### src/rtl/loopback_pkg.sv
// loopback_pkg
// Shared definitions for the loopback skew sweep: FSM state encoding,
// number of skew taps, PRBS8 constants and a lowest-set-bit helper.
// Pattern selection macro: LOOPBACK_PRBS_EN (see loopback_pattern_gen).
package loopback_pkg;

    typedef enum logic [2:0] {
        ST_IDLE,
        ST_SETTLE,
        ST_DRIVE,
        ST_RECORD,
        ST_FINISH
    } state_e;

    localparam int         TAP_COUNT      = 8;
    localparam logic [7:0] PRBS8_SEED     = 8'hFF;
    // x^8+x^6+x^5+x^4+1 -> feedback from bits 7,5,4,3 of a left-shift register
    localparam logic [7:0] PRBS8_TAP_MASK = 8'hB8;

    // Lowest tap whose bit is set; 0 when the map is empty.
    function automatic logic [2:0] lowest_tap(input logic [7:0] map);
        logic [2:0] t;
        t = 3'd0;
        for (int i = TAP_COUNT - 1; i >= 0; i--) begin
            if (map[i]) t = 3'(i);
        end
        return t;
    endfunction

endpackage

### src/rtl/loopback_pattern_gen.sv
// loopback_pattern_gen
// Test-word source for the loopback sweep. `word` is the current pattern
// word; `advance` steps to the next word, `reseed` (priority) returns to word 0.
// Macro LOOPBACK_PRBS_EN: defined  -> PRBS8 (x^8+x^6+x^5+x^4+1, seed 0xFF)
//                         undefined -> counting pattern, word k = k+1
// Ports:
//   clk, rst      clock, async active-high reset
//   reseed        load word 0
//   advance       step to the next word
//   word[7:0]     current pattern word
module loopback_pattern_gen
    import loopback_pkg::*;
(
    input  logic       clk,
    input  logic       rst,
    input  logic       reseed,
    input  logic       advance,
    output logic [7:0] word
);

`ifdef LOOPBACK_PRBS_EN
    localparam logic [7:0] SEED = PRBS8_SEED;
`else
    localparam logic [7:0] SEED = 8'h01;
`endif

    logic [7:0] word_q;
    logic [7:0] word_d;

    always_comb begin
`ifdef LOOPBACK_PRBS_EN
        // Fibonacci form: shift left, XOR of tapped bits enters at bit 0
        word_d = {word_q[6:0], ^(word_q & PRBS8_TAP_MASK)};
`else
        word_d = word_q + 8'd1;
`endif
    end

    always_ff @(posedge clk or posedge rst) begin
        if (rst)          word_q <= SEED;
        else if (reseed)  word_q <= SEED;
        else if (advance) word_q <= word_d;
    end

    assign word = word_q;

endmodule

### src/rtl/loopback_skew_sweep.sv
// loopback_skew_sweep
// Steps a loopback skew line through all 8 taps. For each tap it idles,
// drives a pattern burst, compares the returned words against a delayed
// copy of what was sent and records pass/fail per tap.
// Pattern macro: LOOPBACK_PRBS_EN (PRBS8 when defined, counting otherwise).
// Ports:
//   clk, rst        clock, async active-high reset
//   start, abort    begin a sweep / terminate it (abort wins)
//   skew_sel[2:0]   tap applied to the loopback skew line
//   tx_data[7:0]    word driven into the loopback
//   rx_data[7:0]    word returned from the loopback
//   busy, done      sweep running / sweep results valid
//   pass_map[7:0]   bit t = tap t saw no mismatches
//   best_tap[2:0]   lowest passing tap (0 if none)
//   any_pass        OR of pass_map
//
// state  | meaning
// IDLE   | waiting for start, results held
// SETTLE | tx idle at 0x00 while the new tap settles
// DRIVE  | pattern burst out, returned words checked
// RECORD | fold fail flag into pass_map, pick next tap
// FINISH | results published, done raised
module loopback_skew_sweep
    import loopback_pkg::*;
#(
    parameter int PATTERN_LEN   = 16,
    parameter int SETTLE_CYCLES = 4,
    parameter int RX_LATENCY    = 2
) (
    input  logic       clk,
    input  logic       rst,
    input  logic       start,
    input  logic       abort,
    output logic [2:0] skew_sel,
    output logic [7:0] tx_data,
    input  logic [7:0] rx_data,
    output logic       busy,
    output logic       done,
    output logic [7:0] pass_map,
    output logic [2:0] best_tap,
    output logic       any_pass
);

    localparam int         DRIVE_LEN   = PATTERN_LEN + RX_LATENCY;
    localparam logic [8:0] SETTLE_LOAD = 9'(SETTLE_CYCLES - 1);
    localparam logic [8:0] DRIVE_LOAD  = 9'(DRIVE_LEN - 1);
    localparam logic [8:0] LAST_WORD   = 9'(PATTERN_LEN - 1);
    localparam logic [8:0] FIRST_CMP   = 9'(RX_LATENCY);
    localparam logic [2:0] LAST_TAP    = 3'(TAP_COUNT - 1);

    state_e     state_q;
    logic [8:0] cnt_q;
    logic [2:0] tap_q;
    logic [7:0] tx_q;
    logic       busy_q;
    logic       done_q;
    logic [7:0] map_q;
    logic [2:0] best_q;
    logic       any_q;
    logic       fail_q;
    logic [7:0] dl_q [RX_LATENCY];

    logic [8:0] drive_idx;
    logic       settle_last;
    logic       more_words;
    logic       gen_reseed;
    logic       gen_advance;
    logic [7:0] gen_word;
    logic       mismatch;
    logic [7:0] map_d;

    // Timer counts down; the DRIVE cycle index is recovered from it.
    assign drive_idx   = DRIVE_LOAD - cnt_q;
    assign settle_last = (state_q == ST_SETTLE) && (cnt_q == 9'd0);
    assign more_words  = drive_idx < LAST_WORD;

    // tx is registered, so the generator runs one word ahead: word 0 is
    // taken on the last SETTLE cycle, word k+1 during DRIVE cycle k.
    assign gen_advance = settle_last || ((state_q == ST_DRIVE) && more_words);
    assign gen_reseed  = (state_q != ST_DRIVE) && !settle_last;

    assign mismatch = (state_q == ST_DRIVE) && (drive_idx >= FIRST_CMP)
                      && (rx_data != dl_q[RX_LATENCY-1]);

    assign map_d = fail_q ? map_q : (map_q | (8'd1 << tap_q));

    loopback_pattern_gen u_gen (
        .clk     (clk),
        .rst     (rst),
        .reseed  (gen_reseed),
        .advance (gen_advance),
        .word    (gen_word)
    );

    // Expected-word pipeline: dl_q[RX_LATENCY-1] is tx_data from RX_LATENCY cycles ago.
    always_ff @(posedge clk or posedge rst) begin
        if (rst) begin
            for (int i = 0; i < RX_LATENCY; i++) dl_q[i] <= 8'h00;
        end else begin
            dl_q[0] <= tx_q;
            for (int i = 1; i < RX_LATENCY; i++) dl_q[i] <= dl_q[i-1];
        end
    end

    always_ff @(posedge clk or posedge rst) begin
        if (rst) begin
            state_q <= ST_IDLE;
            cnt_q   <= 9'd0;
            tap_q   <= 3'd0;
            tx_q    <= 8'h00;
            busy_q  <= 1'b0;
            done_q  <= 1'b0;
            map_q   <= 8'h00;
            best_q  <= 3'd0;
            any_q   <= 1'b0;
            fail_q  <= 1'b0;
        end else if (abort) begin
            state_q <= ST_IDLE;
            cnt_q   <= 9'd0;
            tx_q    <= 8'h00;
            busy_q  <= 1'b0;
            done_q  <= 1'b0;
            map_q   <= 8'h00;
            best_q  <= 3'd0;
            any_q   <= 1'b0;
            fail_q  <= 1'b0;
        end else begin
            case (state_q)
                ST_IDLE: begin
                    if (start) begin
                        state_q <= ST_SETTLE;
                        cnt_q   <= SETTLE_LOAD;
                        tap_q   <= 3'd0;
                        busy_q  <= 1'b1;
                        done_q  <= 1'b0;
                        map_q   <= 8'h00;
                        best_q  <= 3'd0;
                        any_q   <= 1'b0;
                        fail_q  <= 1'b0;
                    end
                end
                ST_SETTLE: begin
                    if (cnt_q == 9'd0) begin
                        state_q <= ST_DRIVE;
                        cnt_q   <= DRIVE_LOAD;
                        tx_q    <= gen_word;
                    end else begin
                        cnt_q   <= cnt_q - 9'd1;
                        tx_q    <= 8'h00;
                    end
                end
                ST_DRIVE: begin
                    if (mismatch) fail_q <= 1'b1;
                    if (cnt_q == 9'd0) begin
                        state_q <= ST_RECORD;
                        tx_q    <= 8'h00;
                    end else begin
                        cnt_q   <= cnt_q - 9'd1;
                        tx_q    <= more_words ? gen_word : 8'h00;
                    end
                end
                ST_RECORD: begin
                    map_q  <= map_d;
                    fail_q <= 1'b0;
                    if (tap_q == LAST_TAP) begin
                        state_q <= ST_FINISH;
                        busy_q  <= 1'b0;
                        done_q  <= 1'b1;
                        best_q  <= lowest_tap(map_d);
                        any_q   <= |map_d;
                    end else begin
                        state_q <= ST_SETTLE;
                        cnt_q   <= SETTLE_LOAD;
                        tap_q   <= tap_q + 3'd1;
                    end
                end
                ST_FINISH: state_q <= ST_IDLE;
                default:   state_q <= ST_IDLE;
            endcase
        end
    end

    assign skew_sel = tap_q;
    assign tx_data  = tx_q;
    assign busy     = busy_q;
    assign done     = done_q;
    assign pass_map = map_q;
    assign best_tap = best_q;
    assign any_pass = any_q;

endmodule

### config.mk
export PLATFORM = sky130hd
export DESIGN_NAME = loopback_skew_sweep
export DESIGN_NICKNAME = d
export VERILOG_FILES = /design/src/rtl/loopback_pkg.sv /design/src/rtl/loopback_pattern_gen.sv /design/src/rtl/loopback_skew_sweep.sv
export SDC_FILE = /design/constraint.sdc
export NUM_CORES = 1
export LEC_CHECK = 0
export BUFFER_PORTS_ARGS = -buffer_cell sky130_fd_sc_hd__buf_2
export CAP_MARGIN = 0
export CELL_PAD_IN_SITES_DETAIL_PLACEMENT = 1
export CELL_PAD_IN_SITES_GLOBAL_PLACEMENT = 2
export CORE_AREA = 2 2 91 93
export CTS_BUF_LIST = sky130_fd_sc_hd__clkbuf_4 sky130_fd_sc_hd__clkbuf_8
export DETAILED_ROUTE_END_ITERATION = 10
export DIE_AREA = 0 0 93 95
export HOLD_SLACK_MARGIN = 0.15
export PLACE_DENSITY_LB_ADDON = 0.2
export SYNTH_ARGS = -nofsm -noshare
export SYNTH_HDL_FRONTEND = slang
export SYNTH_SLANG_ARGS = --single-unit
### constraint.sdc
create_clock -name clk -period 4.6 [get_ports clk]
set_input_delay 0.69 -clock clk [delete_from_list [all_inputs] [get_ports clk]]
set_output_delay 0.69 -clock clk [all_outputs]
set_load 0.05 [all_outputs]
# Word-level counts from Yosys, hierarchy flattened
# Index checks and enable logic that the tools add are counted.
# classes
addsub	4
n_lt_le_gt_ge	2
eq_ne	15
shift	1
muxes	51
bitwise	2
n_reduce_logical	22
# op_table
cell	n
8-bit 2-to-1 mux	9
3-bit 2-to-1 mux	17
9-bit 2-to-1 mux	5
9-bit case mux with 4 select lines	1
8-bit case mux with 2 select lines	2
3-bit inequality test, second input constant	6
3-bit case mux with 2 select lines	2
3-bit case mux with 4 select lines	1
1-bit 2-to-1 mux	10
9-bit by 2-bit greater-or-equal comparator with 1-bit output, second input constant	1
9-bit logical NOT	1
9-bit by 4-bit < comparator with 1-bit output, second input constant	1
3-bit AND reduction	3
5-bit by 9-bit subtractor with 9-bit output, first input constant	1
9-bit by 1-bit subtractor with 9-bit output, second input constant	1
8-bit by 1-bit adder with 8-bit output, second input constant	1
8-bit inequality test	1
8-bit OR	1
4-bit AND reduction	2
8-bit OR reduction	1
1-bit by 3-bit left shift with 8-bit output, first input constant	1
3-bit by 2-bit == test with 1-bit output, second input constant	2
3-bit by 2-bit inequality test with 1-bit output, second input constant	2
1-bit case mux with 2 select lines	3
other kinds (15)	22
# word_totals
reg_bits	62
output_inout_bits	25
word_cells	110

# Logic depth before layout (Yosys ltp)
# logic_depth
depth_word	14
mapped_depth	8
mapped_depth_nobuf	7

# By module
# A second synthesis with hierarchy kept.
# hier_totals
cells_unflattened	283
area_unflattened_um2	2995.4
# modules_own_cells
module	n_inst	cells_each	area_each_um2	seq_area_each_um2
loopback_skew_sweep	1	245	2591.2	1351.3
loopback_pattern_gen	1	38	404.1	201.4

# Worst setup path before layout
# No wires, ideal clock.
# synth_path
path_kind	flip-flop to flip-flop
startpoint	register tap_q[0] (netlist: skew_sel[0])
endpoint	register cnt_q[2]
t_arrival_ps	2214
path_slack_ps	2307
stages_incl_launch_ff	9
path_buffers	1
cell_sequence	dfrtp_1 > ha_1 > ha_1 > nand3_1 > a31oi_4 > or2_1 > buf_6 > or3_1 > a21oi_1
# synth_between
elab_chain_cells	3
# synth_lines
element	line	rtl
from (decl)	loopback_skew_sweep.sv:53	logic [2:0] tap_q;
from (signal assigned)	loopback_skew_sweep.sv:174	tap_q <= tap_q + 3'd1;
3-bit == test	loopback_skew_sweep.sv:165	if (tap_q == LAST_TAP) begin
3-bit inequality test (no line)	--	
4-bit AND reduction (no line)	--	
to (signal assigned)	loopback_skew_sweep.sv:148	cnt_q <= cnt_q - 9'd1;
to (signal assigned)	loopback_skew_sweep.sv:158	cnt_q <= cnt_q - 9'd1;
to (decl)	loopback_skew_sweep.sv:52	logic [8:0] cnt_q;
# Every way passes these cells.
# A chain may end at the register's enable or synchronous reset.

# Worst setup path after layout
# layout_path
startpoint	register cnt_q[0]
endpoint	register cnt_q[0]
# layout_between
elab_chain_cells	4
word_cells_on_any_way	8
# layout_lines
element	line	rtl
9-bit by 1-bit subtractor with 9-bit output or 9-bit logical NOT (tied branches)	--	
9-bit 2-to-1 mux, on equally long branches	loopback_skew_sweep.sv:154, loopback_skew_sweep.sv:143	
9-bit case mux with 4 select lines	loopback_skew_sweep.sv:128	case (state_q)
9-bit 2-to-1 mux	loopback_skew_sweep.sv:117	end else if (abort) begin
# Several ways; a longest one is shown, not always the timed one. The select of a mux whose other input is x is not followed.

==> impl.org <==
** Clocking
- Hold_buf cts :: 0
- TritonCTS built the clock tree.
- The later pin in the worst-skew pair is clocked with a latency of 0.34 ns.
- Sinks on Clock Net :: 62
- Number of gates given a new drive strength after cts :: 0
- Post-CTS setup buffers :: 0
- Number of buffers between clock root and the deepest sink :: 2
- Clock Root Buffer :: sky130_fd_sc_hd__clkbuf_8
- Clock input transition at the sequential cells of the worst setup and hold paths :: 0.08 ns
- The H-tree generated during clock tree synthesis spans 3 levels.
- Total clock buffers created by CTS :: 9

** Route
- Via count :: 2380
- The first TritonRoute pass finished after 4 iterations.
- In the routed design, unresolved DRC markers number 0.
- Dividing the detail-routed wire length by the instance count gives 16.4 um.
- Wires add up to 7370 um.
- Iteration-0 DRC count of the detailed router :: 79
- DRT antenna net count :: 0
- In the routed layout, each cell is associated on average with a via count of 5.29.

** Pwr
- The completed layout was analyzed and its total power is 1.70 mW.
- Cell area power density :: 481 nW/um2
- For this design the static power due to leakage is 1.72 nW.
- IR analysis of the VDD net gives a maximum drop of 381 uV.

** Placement
- Routability-driven placement finished with a final weighted congestion of 0.789.
- Detailed placement ended at an HPWL of 5350 um.
- The number of placed instances, taps included, is 434.
- Once placement finished, the instance area stood at 3320 um2.
- Quantity of I/O buffers inserted on ports :: 36

** Floorplan
- Total core area :: 7930 um2
- Effective utilization at floorplan :: 38.7%
- The die is 93 um wide.
- Row generation in the floorplan step produced 33 rows.
- Die ar. :: 8840 um2
- In this run the vertical extent of the chip is 95 um.
- During I/O placement, the number of pins put on the boundary was 37.

** Synth
- Syn nets :: 320
- After synthesis the netlist holds a flip-flop and latch count of 62.
- Synth Instances :: 299
- Synth unique cells :: 59
- Most used standard cell by instance count after synthesis :: sky130_fd_sc_hd__dfrtp_1
- The synthesized design spends more area on one cell type than any other, namely sky130_fd_sc_hd__dfrtp_1.
- Biggest area contributors in the synthesized netlist :: sky130_fd_sc_hd__dfrtp_1, sky130_fd_sc_hd__nor2_1, sky130_fd_sc_hd__ha_1, sky130_fd_sc_hd__a21oi_1, sky130_fd_sc_hd__xor2_1
- Number of enable flip-flop cells after synthesis :: 0
- Seq/Total Area, Yosys :: 50.6%
- Top flip-flop cell by instance count after synthesis :: sky130_fd_sc_hd__dfrtp_1
- In this run the biggest area consumer among cell types represents 49.8% of the synthesized area.
- Yosys printed 0 warnings.
- Post-Syn Area per Cell :: 10.3 um2
- Commonest cells in the synthesized netlist :: sky130_fd_sc_hd__dfrtp_1, sky130_fd_sc_hd__nor2_1, sky130_fd_sc_hd__a21oi_1, sky130_fd_sc_hd__nand2_1, sky130_fd_sc_hd__inv_1
- Total standard cell area after synthesis :: 3070 um2
- Async set-or-reset flop fraction in the synthesized netlist :: 100%

** Global route
- The via count of the first global-routing pass is 2531.
- After global routing, the most crowded layer is met2.
- Grt met3 use :: 2.79%
- Pin count of the biggest net entering global routing :: 55
- Wire length of the first global-routing pass :: 12700 um
- The total overflow left after global routing is 0.
- Global router's overall resource usage :: 18.3%
- In the global route stage, met2 resource usage came out at 29.6%.
- For this run, global-route usage on met1 was measured as 25.2%.
- Initial antenna violation count :: 0

** Run
- Max-cap violations in this run came to 0.

** Layout
- Fraction of final layout cells sized beyond drive strength 1 :: 18.8%
- Non-filler instance count after layout :: 450
- At the end of the flow, the number of nets in the layout was 361.
- From synthesis to final layout, the design area changed by 15.1%.
- Antenna Diode Count :: 0
- Once layout is done, the placed cells without fillers occupy 3530 um2.

** Critical path
- Path type of the worst setup path :: reg -> reg
- Crit Path Max Fanout :: 7
- Kind of end point of the critical path :: flop
- The slowest stage of the critical path belongs to the cell sky130_fd_sc_hd__or4b_1.
- Walking the worst path, the cells encountered are inv_1 -> ha_1 -> or4b_1 -> nor4b_4 -> or2_1 -> a311oi_1 -> a21o_1.
- Data on the critical path is required at its endpoint by 4.83 ns.
- Arrival time worst endpoint :: 2.57 ns
- The worst setup path is launched from a flop.
- Maximum single-stage delay on the critical path :: 0.55 ns

** STA
- Total setup violations reported at the end of the flow :: 0
- Final worst-path cycle share :: 50.8%
- The tightest hold path in the finished design has a slack of 0.237 ns.
- Fmax :: 0.428 GHz
- Unrepaired setup endpoints after global routing :: no
- The final number of max-transition violations was 0.
- Actual slew at the worst max-slew pin :: 0.900 ns
- Adding up every negative setup slack in the final design gives 0 ns.
- Final Skew :: 0.0109 ns
- The count of endpoints failing hold in the final timing report came to 0.
- Worst relative slew slack :: 39.5%
- Clock period minus final worst setup slack :: 2.34 ns

** Hold path
- HP Class :: in -> async

** Outcome
- Status :: complete, no violations
[state kept, by name, summed over array words and instances, names as in the netlist]
name	flops
dl_q	16
cnt_q	9
pass_map	8
tx_data	8
u_gen.word	8
best_tap	3
skew_sel	3
state_q	3
any_pass	1
busy	1
done	1
fail_q	1
[placed cells by master (no fill, tap or decap), types with 2 or more instances in the layout]
cell type / synthesis / layout
sky130_fd_sc_hd__clkbuf_8: 2 / 9
sky130_fd_sc_hd__dfrtp_1: 61 / 61
sky130_fd_sc_hd__nor2_1: 34 / 34
sky130_fd_sc_hd__inv_6: 0 / 2
sky130_fd_sc_hd__xor2_1: 11 / 11
sky130_fd_sc_hd__or4_1: 2 / 2
sky130_fd_sc_hd__a21o_1: 3 / 3
sky130_fd_sc_hd__a21oi_1: 22 / 22
sky130_fd_sc_hd__ha_1: 9 / 9
sky130_fd_sc_hd__a31oi_1: 3 / 3
sky130_fd_sc_hd__a21boi_0: 2 / 2
sky130_fd_sc_hd__o21ai_0: 9 / 9
sky130_fd_sc_hd__o211ai_1: 2 / 2
sky130_fd_sc_hd__nor4_1: 5 / 5
sky130_fd_sc_hd__or3_1: 3 / 3
sky130_fd_sc_hd__or4b_1: 2 / 2
sky130_fd_sc_hd__o31ai_1: 3 / 3
sky130_fd_sc_hd__o21a_1: 2 / 2
sky130_fd_sc_hd__a211oi_1: 4 / 4
sky130_fd_sc_hd__xnor2_1: 5 / 5
sky130_fd_sc_hd__nand3_1: 11 / 11
sky130_fd_sc_hd__nand2b_1: 4 / 4
sky130_fd_sc_hd__and3_1: 2 / 2
sky130_fd_sc_hd__a22o_1: 10 / 10
sky130_fd_sc_hd__nor3_1: 10 / 10
sky130_fd_sc_hd__nand2_1: 22 / 22
sky130_fd_sc_hd__nor2b_1: 2 / 2
sky130_fd_sc_hd__nand4_1: 2 / 2
sky130_fd_sc_hd__or2b_2: 2 / 2
sky130_fd_sc_hd__inv_1: 17 / 16
sky130_fd_sc_hd__buf_2: 0 / 36
[per-stage QoR]
| step | setup slack, ns | utilization (%) |
|---|---|---|
| after CTS | 2.22 | 44.5 |
| after floorplan | 2.31 | - |
| after global placement | 2.27 | 41.9 |
| after global routing | 2.03 | 44.5 |
| final | 2.26 | 44.5 |
| after detailed placement | 2.23 | 41.9 |
[layout make-up]
cell class	instances	area [um2]
Timing Repair Buffer	37	188
Tap cell	105	131
Inverter	17	63.8
Fill cell	937	4400
Clock inverter	7	80.1
Multi-Input combinational cell	213	1390
Sequential cell	62	1550
Clock buffer	9	124
[routing by layer]
metal  routed length [um]  vias to the layer above
met4                   96                        0
met3                  172                        8
met5                    0                        -
met1                 3610                     1185
li1                     -                     1160
met2                 3490                       27
[power breakdown]
part	total [mW]	switching, mW	leakage [nW]	internal [mW]
registers	0.673	0.0812	0.853	0.592
logic	0.518	0.329	0.766	0.189
clock network	0.504	0.246	0.102	0.258
total	1.70	0.656	1.72	1.04
[path summary, 6_finish.rpt]
path	to	slack (ns)	depth (start not counted)	from
max in group asynchronous	cnt_q[7]	3.44	3	rst
min in group clk	dl_q[5]	0.35	0	dl_q[13]
min	dl_q[2]	0.24	2	rst
max	cnt_q[0]	2.26	7	cnt_q[0]
max reg2reg	cnt_q[0]	2.26	7	cnt_q[0]
min reg2reg	dl_q[5]	0.35	0	dl_q[13]
[critical path: cells and delay by family (launching register included)]
kind	cells	cell delay, ns
AOI/OAI and AO/OA	2	0.26
buffers and inverters	1	0.13
and+or+nand+nor	3	1.23
DFF	1	0.43
adders and majority gates	1	0.19
[kinds of logic after synthesis]
family                     after synthesis  synth area share, %
xor gates and xnor gates                16                 4.57
AOI/OAI and AO/OA                       77                 17.6
adders and majority gates                9                 3.67
and+or+nand+nor                        110                 19.1
muxes                                    1                0.326
DFF                                     62                 50.6
buffers and inverters                   24                 4.08
(Power assumes the default switching activity.)
